### src/rtl/hazard_ctrl_unit.sv
// hazard_ctrl_unit: stall/flush/forwarding control for the 5-stage pipe,
// plus a busy FSM with watchdog for multi-cycle EX ops.
//
// Ports
//   clk, rst              rising-edge clock, async active-high reset
//   rs1_d, rs2_d          sources of the instruction in D
//   rs1_e, rs2_e          sources of the instruction in E
//   rd_e, rd_m, rd_w      destinations in E / M / W
//   reg_write_m/_w        M / W instruction writes its rd
//   load_e                E instruction is a load
//   pc_src_e              branch/jump taken in E
//   mc_start_e, mc_done   multi-cycle op start in E / result valid
//   stall_f/_d/_e         hold PC, IF-ID, ID-EX
//   flush_d/_e/_m         clear IF-ID, ID-EX, EX-MEM
//   fwd_a_e, fwd_b_e      00 regfile, 01 W result, 10 M ALU result
//   mc_timeout_err        sticky watchdog abort flag
//
// Optional: define HAZARD_PERF_CNT_EN to add saturating stall_cnt and
// flush_cnt outputs (cycles with stall_f / flush_e asserted).
module hazard_ctrl_unit #(
  parameter int MC_TIMEOUT = 64
) (
  input  logic       clk,
  input  logic       rst,
  input  logic [4:0] rs1_d,
  input  logic [4:0] rs2_d,
  input  logic [4:0] rs1_e,
  input  logic [4:0] rs2_e,
  input  logic [4:0] rd_e,
  input  logic [4:0] rd_m,
  input  logic [4:0] rd_w,
  input  logic       reg_write_m,
  input  logic       reg_write_w,
  input  logic       load_e,
  input  logic       pc_src_e,
  input  logic       mc_start_e,
  input  logic       mc_done,
  output logic       stall_f,
  output logic       stall_d,
  output logic       stall_e,
  output logic       flush_d,
  output logic       flush_e,
  output logic       flush_m,
  output logic [1:0] fwd_a_e,
  output logic [1:0] fwd_b_e,
  output logic       mc_timeout_err
`ifdef HAZARD_PERF_CNT_EN
  ,
  output logic [31:0] stall_cnt,
  output logic [31:0] flush_cnt
`endif
);

  localparam int CW = $clog2(MC_TIMEOUT + 1);
  localparam logic [CW-1:0] CNT_LAST = CW'(MC_TIMEOUT - 1);

  typedef enum logic {
    RUN,
    MC_WAIT
  } state_e;

  state_e        state_q, state_d;
  logic [CW-1:0] cnt_q, cnt_d;
  logic          err_q, err_d;

  logic lw_stall;
  logic busy;
  logic abort;
  logic to;

  function automatic logic [1:0] fwd_sel(
    input logic [4:0] rs
  );
    if (reg_write_m && rd_m != 5'd0 && rd_m == rs)
      return 2'b10;
    else if (reg_write_w && rd_w != 5'd0 && rd_w == rs)
      return 2'b01;
    else
      return 2'b00;
  endfunction

  assign fwd_a_e = fwd_sel(rs1_e);
  assign fwd_b_e = fwd_sel(rs2_e);

  assign lw_stall = load_e && rd_e != 5'd0 &&
                    (rd_e == rs1_d || rd_e == rs2_d);

  assign to = (cnt_q == CNT_LAST);

  always_comb begin
    state_d = state_q;
    cnt_d   = cnt_q;
    err_d   = err_q;
    busy    = 1'b0;
    abort   = 1'b0;
    unique case (state_q)
      RUN: begin
        // Same-cycle done means a single-cycle op; a taken branch
        // squashes the op, so neither enters the wait state.
        if (mc_start_e && !mc_done && !pc_src_e) begin
          busy    = 1'b1;
          state_d = MC_WAIT;
          cnt_d   = '0;
        end
      end
      MC_WAIT: begin
        if (mc_done) begin
          state_d = RUN;
        end else if (to) begin
          abort   = 1'b1;
          state_d = RUN;
          err_d   = 1'b1;
        end else begin
          busy  = 1'b1;
          cnt_d = cnt_q + CW'(1);
        end
      end
      default: state_d = RUN;
    endcase
  end

  always_ff @(posedge clk or posedge rst) begin
    if (rst) begin
      state_q <= RUN;
      cnt_q   <= '0;
      err_q   <= 1'b0;
    end else begin
      state_q <= state_d;
      cnt_q   <= cnt_d;
      err_q   <= err_d;
    end
  end

  assign stall_f = lw_stall | busy;
  assign stall_d = lw_stall | busy;
  assign stall_e = busy;
  assign flush_m = busy;
  assign flush_d = pc_src_e;
  // E is held while busy; a watchdog abort discards the stuck op.
  assign flush_e = ((lw_stall | pc_src_e) & ~busy) | abort;

  assign mc_timeout_err = err_q;

`ifdef HAZARD_PERF_CNT_EN
  logic [31:0] stall_cnt_q, stall_cnt_d;
  logic [31:0] flush_cnt_q, flush_cnt_d;

  always_comb begin
    stall_cnt_d = stall_cnt_q;
    flush_cnt_d = flush_cnt_q;
    if (stall_f && stall_cnt_q != 32'hFFFF_FFFF)
      stall_cnt_d = stall_cnt_q + 32'd1;
    if (flush_e && flush_cnt_q != 32'hFFFF_FFFF)
      flush_cnt_d = flush_cnt_q + 32'd1;
  end

  always_ff @(posedge clk or posedge rst) begin
    if (rst) begin
      stall_cnt_q <= '0;
      flush_cnt_q <= '0;
    end else begin
      stall_cnt_q <= stall_cnt_d;
      flush_cnt_q <= flush_cnt_d;
    end
  end

  assign stall_cnt = stall_cnt_q;
  assign flush_cnt = flush_cnt_q;
`endif

endmodule

### config.mk
export PLATFORM = sky130hd
export DESIGN_NAME = hazard_ctrl_unit
export DESIGN_NICKNAME = d
export VERILOG_FILES = /design/src/rtl/hazard_ctrl_unit.sv
export SDC_FILE = /design/constraint.sdc
export NUM_CORES = 1
export LEC_CHECK = 0
export ABC_AREA = 0
export CAP_MARGIN = 10
export CORE_MARGIN = 1.5
export CORE_UTILIZATION = 42
export CTS_BUF_LIST = sky130_fd_sc_hd__clkbuf_2
export CTS_CLUSTER_SIZE = 24
export DETAILED_ROUTE_END_ITERATION = 6
export PLACE_DENSITY_LB_ADDON = 0.25
export SYNTH_ARGS = -nofsm -noshare
export SYNTH_HDL_FRONTEND = slang
export SYNTH_SLANG_ARGS = --single-unit
### constraint.sdc
create_clock -name clk -period 3.2 [get_ports clk]
set_input_delay 0.48 -clock clk [delete_from_list [all_inputs] [get_ports clk]]
set_output_delay 0.48 -clock clk [all_outputs]
set_load 0.02 [all_outputs]
**Yosys cells after proc, flatten, opt, wreduce, memory -nomap -nowiden**

Index checks and enable logic that the tools add are counted.

- Flip-flop bits (word level): 9
- Bits of input ports: 43
- Output and inout port bits: 11
- Word-level logic and storage cells: 54

- Add/sub/neg operators: 1
- Eq/ne operators: 10
- Reductions and logical operators: 18
- Mux-type cells: 15
- Bitwise logic cells: 7

Operators by type and width:

| cell | number |
|---|---|
| $eq A5 B5 Y1 | 6 |
| $mux W7 | 3 |
| $reduce_bool A5 Y1 | 3 |
| $pmux W7 S2 | 1 |
| $logic_and A1 B1 Y1 | 10 |
| $mux W1 | 8 |
| $add A7 B1 Y7 const B | 1 |
| $eq A7 B6 Y1 const B | 1 |
| $ne A2 B2 Y1 const B | 3 |
| $reduce_and A3 Y1 | 2 |
| $mux W2 | 2 |
| $not A1 Y1 | 3 |
| $or A1 B1 Y1 | 3 |
| $logic_not A1 Y1 | 2 |
| $pmux W1 S2 | 1 |
| $and A1 B1 Y1 | 1 |
| $logic_or A1 B1 Y1 | 1 |

**Longest topological paths before layout**

Gate-level depths: netlist of the first run.

- Depth in word-level cells: 8
- Depth in mapped cells: 6
- Depth with buffers taken out: 6

**Worst setup path before layout of the first run**

OpenSTA, ideal clock, no wires.

- Kind: in2out
- From: input rd_m[1]
- To: output fwd_a_e[0]
- Setup slack: 909 ps
- Arrival time: 1811 ps
- Buffers on the path: 0
- Data required time: 2720 ps
- Stages: 4
- Path through: or4_4 -> o21ai_2 -> nor4_1 -> nor4_2

- Longest elaborated chain between the ends: 4
- Elaborated cells between the ends (all ways): 5
- Those cells by class: eq/ne (1); mux (1); reduce/logical (3)

RTL lines:

| element | line | source |
|---|---|---|
| start: declaration | 30 | `input logic [4:0] rd_m,` |
| $reduce_bool A5 Y1 | 74 | `if (reg_write_m && rd_m != 5'd0 && rd_m == rs)` |
| $logic_and A1 B1 Y1 | 74 |  |
| $logic_and A1 B1 Y1 * | 74 |  |
| $mux W2 * | 74 |  |
| end: declaration | 44 | `output logic [1:0] fwd_a_e,` |

Every way passes the cells marked *; elsewhere a longest branch is shown, timed or not.

**Worst setup path in the final report of the first run**

- From: input rd_e[1]
- To: output flush_e

- Longest elaborated chain between the ends: 6
- Elaborated cells between the ends (all ways): 9
- Those cells by class: eq/ne (2); bitwise (3); reduce/logical (4)

RTL lines:

| element | line | source |
|---|---|---|
| start: declaration | 29 | `input logic [4:0] rd_e,` |
| $eq A5 B5 Y1 / $reduce_bool A5 Y1 (equally long branches) | 86, 85 |  |
| $logic_or A1 B1 Y1 / $logic_and A1 B1 Y1 (equally long branches) | 86, 85 |  |
| $logic_and A1 B1 Y1 * | 85 | `assign lw_stall = load_e && rd_e != 5'd0 &&` |
| $or A1 B1 Y1 * | 140 | `assign flush_e = ((lw_stall \| pc_src_e) & ~busy) \| abort;` |
| $and A1 B1 Y1 * | 140 |  |
| $or A1 B1 Y1 * | 140 |  |
| end: declaration | 42 | `output logic flush_e,` |

Marked as above.

==> results of run 1 <==
## worst min-delay path by stage
stage | to | slack, ps | cells past startpoint
floorplan | cnt_q[0] | 310 | 1
global placement | mc_timeout_err | 440 | 1
detailed placement | mc_timeout_err | 450 | 1
CTS | mc_timeout_err | 470 | 1
global route | mc_timeout_err | 500 | 1
finish | mc_timeout_err | 460 | 1
## state kept, by name (all words and copies together) (netlist names)
| signal | flops |
|---|---|
| mc_timeout_err | 1 |
| cnt_q | 7 |
| state_q | 1 |
## cells by family (layout without fill, tap and decap cells)
kind of cell | Yosys count | after routing | share of synthesized area (%)
AO/OA/AOI/OAI | 24 | 24 | 16.8
buffers and inverters | 8 | 62 | 4.56
flip-flops | 9 | 9 | 24.2
adder cells (fa/ha/maj) | 1 | 1 | 1.34
AND/OR/NAND/NOR | 33 | 33 | 22.7
XOR/XNOR | 30 | 30 | 28.2
multiplexers | 2 | 2 | 2.28
## routing by layer
metal	vias up	share of wire [%]	track usage, %
li1	491	-	-
met1	441	43	27.3
met2	36	50	38.6
met3	7	5.2	2.12
met4	0	2.2	10.6
met5	-	0	0
## cell type report
type,count,area share (%)
multi-input combinational,90,44.2
timing repair buffer,54,36.2
sequential,9,15.0
tap,27,2.25
clock buffer,4,1.33
inverter,4,1.00
## report_power, final
part | switching (mW) | internal [mW] | total [mW]
combinational | 0.0711 | 0.0995 | 0.171
clock | 0.0451 | 0.0332 | 0.0782
sequential | 0.0160 | 0.126 | 0.142
total | 0.132 | 0.258 | 0.390
## cells in the final DEF (no fill, tap or decap), types with 3 or more instances in the layout
| cell | n |
|---|---|
| clkbuf_2 | 4 |
| inv_1 | 3 |
| xnor2_1 | 16 |
| or4_1 | 4 |
| nor2_1 | 4 |
| o21ai_0 | 6 |
| dfrtp_1 | 9 |
| nand3_1 | 5 |
| clkdlybuf4s50_1 | 51 |
| nand2_1 | 8 |
| xor2_1 | 14 |
| a21oi_1 | 4 |
## stage by stage
step / instances / area [um2] / util (%) / total power, mW / hold slack, ps
after CTS: 188 / 1500 / 74.0 / 0.391 / 470
after global routing: 188 / 1500 / 74.3 / 0.411 / 499
after floorplan: 107 / 932 / - / 0.224 / 308
final: 188 / 1500 / 74.3 / 0.390 / 464
after detailed placement: 184 / 1480 / 73.0 / 0.314 / 445
after global placement: 184 / 1480 / 73.0 / 0.308 / 442
## repair_timing
action                                  CTS  global route
endpoints found under the setup margin    0             2
endpoints found under the hold margin     0             0
setup buffers                             0             0
resized for setup                         0             2
## worst reg2reg max path: stages, from the launching register on
cell and delay (ps):
dfrtp_1 410, ha_1 250, nand3_4 120, nor3_4 290, nor2_1 120, mux2_2 270
a22o_1 170
==> metrics.txt, run 1 <==
status complete, no violations; chip height 50.1 um; pwr/cell area 260 mW/mm2; WS Path Type in2out; Synth top area share 24.2%; Syn Nets 151; Setup crit start rd_e[1]; First-pass DRT Iterations 4; DRC viols 0; Post-synth top cells 16 x xnor2_1, 14 x xor2_1, 9 x dfrtp_1, 8 x nand2_1, 6 x o21ai_0; final setup violating endpoints 0; Critical Path Fanout Max 3; CTS tree done; crit start category primary input; NumNets Final 206; # diodes 0; post-synth top area cell dfrtp_1; first-pass GRT wire length 4.24 mm; grt ovf 0; Final ANT Viol Nets 0; largest net degree at the start of global routing 10; share of cells above drive strength 1 7.45%; overall routing resource usage 22.3%; register area 225 um2; Worst-path clk slew 90 ps; DR iter-0 viols 19; chip width 50.1 um; setup ws final 179 ps; #FFs+latches synth 9; fillers 157; worst r2r dst cnt_q[0]; count leader, synth xnor2_1; Crit path largest cell delay 540 ps; CTS max path bufs 2; HP Start mc_timeout_err; LEAKAGE 0.609 nW; boundary pin count 54; H-tree Lvls 1; DP Wirelength 2.19 mm; Post-synth EDFFs 0; Max-cap violations 0; TritonCTS buffer count 3; Crit path max-delay family buffers and inverters; synth top area cells dfrtp_1 24%, xnor2_1 15%, xor2_1 13%; post-synthesis cell area 932 um2; Crit-path slowest cell or4_1; register area share after synthesis 24.2%; via/cell ratio 5.19; Slew @ Worst Pin 443 ps; vias in the first global route 993; core area 0.00202 mm2; pre-CTS WS 46.1 ps; Ys Warns 0; die area 0.00251 mm2; CTS hold repair buffers 0; port buffer count 53; Max Slew Vio Count 0; crit-path cells clkdlybuf4s50_1, or4_1, o21a_1, a311oi_1, a21oi_1, clkdlybuf4s50_1; Min-Delay Path Class reg2reg; initial antenna violation count 0; Slew headroom 70.2%; setup tns final 0 ps; Worst Clk Skew 3.63 ps; Final min period 3020 ps; Routability Congestion 0.803; Fmax 331 MHz; vias 975; asr flop ratio synth 100%; Critical Path Sink flush_e; RSZ-0062 raised after global routing no; Mapped Avg Cell Area 8.71 um2; worst-case reg-to-reg path depth 6; Crit path top cell by count clkdlybuf4s50_1; Row Count 16; Critical Path Stages 6; area of the multi-input gates 664 um2; CTS Root Cell clkbuf_2; Distinct cells, synth 37; WL final 2.57 mm; fin crit share 94.4%; Crit. End Element output pin; Crit path arrival time 2540 ps; CTS sink cnt 9; Gate Count Post-Synth 107; CP Buf/Inv Count 2; Starting Density 46.1%; r2r setup slk 1470 ps; clk_lat worst skew 260 ps; Final Hold Viols 0; Top FF cell, synth dfrtp_1; r2r startpoint cnt_q[0]; Worst VDD drop 0.224 mV; Area Overhead vs Synth 61.1%; worst endpoint required time 2720 ps; Routed WL per cell 13.7 um
(Power assumes the default switching activity.)
==> run 2, diff against run 1 <==
--- a/config.mk
+++ b/config.mk
@@ -6,7 +6,6 @@
 export NUM_CORES = 1
 export LEC_CHECK = 0
 export ABC_AREA = 0
-export CAP_MARGIN = 10
 export CORE_MARGIN = 1.5
 export CORE_UTILIZATION = 42
 export CTS_BUF_LIST = sky130_fd_sc_hd__clkbuf_2
==> results of run 2 <==
Same layout as run 1: the final DEF is identical, and so are final timing and power.
==> edit 1, RTL diff (config.mk and constraints of run 2) <==
Put one more register stage on the output `mc_timeout_err`, without a reset. The value now appears one clock later. The other outputs are not delayed to match.
--- a/src/rtl/hazard_ctrl_unit.sv
+++ b/src/rtl/hazard_ctrl_unit.sv
@@ -140,5 +140,7 @@
   assign flush_e = ((lw_stall | pc_src_e) & ~busy) | abort;
 
-  assign mc_timeout_err = err_q;
+  always_ff @(posedge clk) begin
+    mc_timeout_err <= err_q;
+  end
 
 `ifdef HAZARD_PERF_CNT_EN
Formal check against the unedited RTL: same outputs for any inputs over 10 cycles, from zero or initial values and one cycle with rst high; that may be too few to reach the edited logic, so the function may still have changed.
==> edit 1 against run 2 <==
Hold slack lost 80 ps; setup slack lost 8.7 ps; sequential cell count increased by 1; critical path type unchanged; synthesized area down 3.2%; power down 0.44%; final cell count decreased by 0.53%; routed wire length fell by 1.6%; die area shrank 3.0%; non-clock buffer count increased by 5; fmax shrank 0.29%; cell area rose by 0.83%; largest power group unchanged; highest routed layer unchanged; clock power shrank 0.8%.
==> edit 1: results (changes against run 2) <==
Outcome
  • Status: completed

Final layout
  • # fillers: 144 (-8.3%)
  • Nets: 205 (-0.49%)
  • Share of layout cells above drive strength 1: 10.6% (+3.2 points)
  • ANT cells: 0 (unchanged)
  • Final cell count without fillers: 187 (-0.53%)

Routing
  • Residual DRC: 0 (unchanged)
  • Routed wire length: 2530 um (-1.6%)
  • Via Count: 956 (-1.9%)
  • Iteration-0 DRC Markers: 15 (-4)

Global routing
  • Antenna violations before repair: 0 (unchanged)
  • Largest net degree at the start of global routing: 11 (+1)
  • Vias in the first global route: 977 (-1.6%)
  • GR met2 Demand/Resource: 41.4% (+2.8 points)
  • GRT met3 Usage: 3.37% (+1.3 points)
  • M1 GR Usage: 24.8% (-2.5 points)
  • First-pass GRT wire length: 4230 um (-0.17%)
  • Total track usage: 22.8% (+0.53 points)

Synthesis
  • Syn avg cell area: 9.02 um^2 (+3.6%)
  • Yosys cell types: 34 (-8.1%)
  • Top cells by count, synth: xor2_1 (25), dfrtp_1 (9), o21ai_0 (7), nand2_1 (6), xnor2_1 (6)
  • Yosys Warn Count: 0 (unchanged)
  • Post-synth EDFFs: 0 (unchanged)
  • Area contributors post-synth: dfrtp_1 (25%), xor2_1 (24%), xnor2_1 (5.8%)
  • Sequential share of the synthesized area: 27.2% (+3.0 points)
  • Ys async rst share: 90.0% (-10 points)
  • Syn Nets: 144 (-4.6%)

Pwr
  • Peak supply drop: 198 uV (-12%)
  • Pwr dens: 257 nW/um^2 (-1.3%)
  • LEAKAGE: 0.641 nW (+5.2%)
  • Power Internal: 0.267 mW (+3.4%)
  • Comb. pwr: 0.162 mW (-5%)
  • Register share of total power: 38.2% (+1.9 points)

Clock network
  • Root buffer cell: clkbuf_2
  • Cts bufs inserted: 3 (unchanged)

Critical path
  • Crit path max-delay cell type: clkdlybuf4s50_1
  • Crit-path max cell delay: 700 ps (+160 ps)
  • Crit path max fanout: 2 (-1)
  • Data arrival time of the worst path: 2550 ps (about the same)

Placed design
  • IO buf count: 53 (unchanged)
  • Post-placement cell count: 183 (-0.54%)
  • Post-DP HPWL: 2270 um (+3.7%)
  • GP Congestion: 0.878 (+9.3%)
  • Area post-placement: 1490 um^2 (+0.85%)
  • Place WS: 83.3 ps (+37.2 ps)

STA
  • Clk_skew: 9.97 ps (+6.34 ps)
  • Max-Slew Margin vs Limit: 66.3% (-3.9 points)
[edit 1: changes by cell type after synthesis, moves of 2 or more]
| cell | run 2 | this run |
|---|---|---|
| a21o_1 | 2 | 0 |
| a21oi_1 | 4 | 1 |
| nand2_1 | 8 | 6 |
| o21a_1 | 2 | 0 |
| xnor2_1 | 16 | 6 |
| xor2_1 | 14 | 25 |
[edit 1: cell families after synthesis]
kind of cell    Yosys count  share of synthesized area (%)
compound gates           18                           13.9
xor+xnor                 31                           30.1
fa+ha+maj                 1                           1.39
buf+inv                   6                           3.74
flops                    10                           27.2
mux                       1                           1.25
simple gates             33                           22.5
[edit 1: area by class of cell]
class / count / area [um^2] / share of cell area, %
Tap cell: 27 / 33.8 / 2.23
Inverter: 3 / 11.3 / 0.744
Sequential cell: 10 / 245 / 16.2
Timing Repair Buffer: 59 / 581 / 38.3
Multi-Input combinational cell: 84 / 623 / 41.2
Clock buffer: 4 / 20.0 / 1.32
[edit 1: routing by layer]
metal  up-vias  share of wire [%]
li1        476                  -
met1       439                 39
met5         -                  0
met2        34                 54
met4         0                2.8
met3         7                4.6
[edit 1: worst paths after layout]
check,slack [ps],end,cells past startpoint,start
max,170,fwd_b_e[1],6,rd_m[3]
max in group asynchronous,2470,cnt_q[6],2,rst
min,380,mc_timeout_err,0,err_q
min reg2reg,380,mc_timeout_err,0,err_q
max reg2reg,1520,cnt_q[6],5,cnt_q[0]
min in group asynchronous,470,cnt_q[2],2,rst
[edit 1: what timing repair did]
| item | 4_1_cts | 5_1_grt |
|---|---|---|
| endpoints found under the setup margin | 0 | 2 |
| hold buffers | 0 | 0 |
| gates resized for setup | 0 | 2 |
[edit 1: critical path: cells and delay by family]
family / cells / cell delay [ps]
simple gates: 2 / 580
buf+inv: 3 / 1320
xor+xnor: 1 / 160
==> edit 2, RTL diff (settings of run 2) <==
Made on the original files. Change the parameter `MC_TIMEOUT` from 64 to 128.
--- a/src/rtl/hazard_ctrl_unit.sv
+++ b/src/rtl/hazard_ctrl_unit.sv
@@ -19,5 +19,5 @@
 // flush_cnt outputs (cycles with stall_f / flush_e asserted).
 module hazard_ctrl_unit #(
-  parameter int MC_TIMEOUT = 64
+  parameter int MC_TIMEOUT = 128
 ) (
   input  logic       clk,
Formal check against the unedited RTL: no difference found for any inputs over 10 cycles, from zero or initial values and one cycle with rst high; that may be too few to reach the edited logic, so the function may still have changed.
==> edit 2 against run 2 <==
Cell area grew 2.2%; power grew 5.3%; final cell count grew 2.7%; sequential cell count grew 1; non-clock buffer count grew 1; register-to-register slack lost 20 ps; synthesized area grew 3.4%; routed wire length shrank 5.8%; sequential power grew 20%; setup slack lost 48 ps; critical path type unchanged.
==> edit 2: results (changes against run 2) <==
Critical path
  • Data arrival time of the worst path: 2590 ps (+50 ps)
  • R2r setup slk: 1450 ps (-20 ps)
  • Reg-to-reg endpoint: cnt_q[4]
  • Crit path max-delay cell type: clkdlybuf4s50_1
  • Worst reg2reg path depth: 5 (-1)

Outcome
  • Status: completed

Synthesis
  • Yosys cell types: 34 (-8.1%)
  • Top cells by count, synth: xor2_1 (24), dfrtp_1 (10), nand3_1 (7), nor3_1 (7), o21ai_0 (7)
  • Syn Nets: 154 (+2.0%)
  • Area contributors post-synth: dfrtp_1 (26%), xor2_1 (22%), xnor2_1 (5.5%)

STA
  • Clk_skew: 9.52 ps (+5.89 ps)

Routing
  • Pre-antenna DRT Iters: 6 (+2)
  • Vias per cell: 5.14 (-0.89%)
  • Routed length per instance: 12.5 um (-8.2%)
  • Iteration-0 DRC Markers: 16 (-3)

Pwr
  • Peak supply drop: 184 uV (-18%)
  • LEAKAGE: 0.634 nW (+4.1%)

Final layout
  • Share of layout cells above drive strength 1: 6.67% (-0.79 points)
  • # fillers: 173 (+10%)

Global routing
  • Vias in the first global route: 1020 (+2.7%)
  • Total track usage: 20.1% (-2.2 points)
  • Largest net degree at the start of global routing: 11 (+1)

Placed design
  • Post-DP HPWL: 2110 um (-3.4%)
  • Place WS: 134 ps (+88.1 ps)
  • GP Congestion: 0.849 (+5.7%)
edit 2: cell count changes after synthesis, sizes merged, moves of 2 or more:
cell / before / now
and3: 1 / 3
a211o: 0 / 3
nor3: 3 / 7
inv: 3 / 5
o21a: 2 / 0
xor2: 14 / 24
nor3b: 0 / 2
a21oi: 4 / 1
nand2: 8 / 3
xnor2: 16 / 6
edit 2: per-layer routing:
layer	track usage [%]	vias up	wire, um
met5	0	-	0
met4	7.21	0	25
met3	3.80	4	138
met2	36.6	39	1300
met1	23.4	438	956
li1	-	511	-
edit 2: power breakdown:
group	switching [mW]	internal, mW	leakage [nW]
sequential	0.0253	0.146	0.134
clock	0.0421	0.0272	0.0140
combinational	0.0704	0.0998	0.486
total	0.138	0.273	0.634
edit 2: worst max-delay path by stage:
| stage | endpoint | slack, ps |
|---|---|---|
| 6_report | fwd_a_e[0] | 130 |
| 5_1_grt | fwd_a_e[0] | 8 |
| 4_1_cts | fwd_a_e[0] | 130 |
| 3_5_place_dp | fwd_a_e[0] | 130 |
| 3_3_place_gp | fwd_b_e[0] | 150 |
| 2_1_floorplan | fwd_a_e[0] | 890 |
edit 2: per-stage QoR:
step                      total power, mW  instance area [um^2]  cells
after floorplan                     0.250                   963    110
after global placement              0.339                  1520    189
after detailed placement            0.344                  1520    189
after CTS                           0.414                  1540    193
after global routing                0.438                  1540    193
final                               0.411                  1540    193
edit 2: cells by family after synthesis:
| logic type | count (synthesis) | share of synthesized area (%) |
|---|---|---|
| simple gates | 39 | 25.1 |
| flops | 10 | 26.0 |
| xor+xnor | 30 | 27.3 |
| buf+inv | 9 | 4.80 |
| mux | 1 | 1.04 |
| fa+ha+maj | 1 | 1.30 |
| compound gates | 20 | 14.5 |
edit 2: layout make-up:
class                   count  area, um^2  share of cell area [%]
flip-flops and latches     10         250                    16.3
clock inverters             1        3.75                   0.244
clock buffers               3        15.0                   0.978
inverters                   5        18.8                    1.22
repair buffers             55         546                    35.5
multi-input cells          91         667                    43.4
well taps                  28        35.0                    2.28
edit 2: worst register-to-register path: cells and delay by family, from the launching register on:
kind	cells	cell delay, ps
simple gates	2	370
fa+ha+maj	1	240
compound gates	2	610
flops	1	420
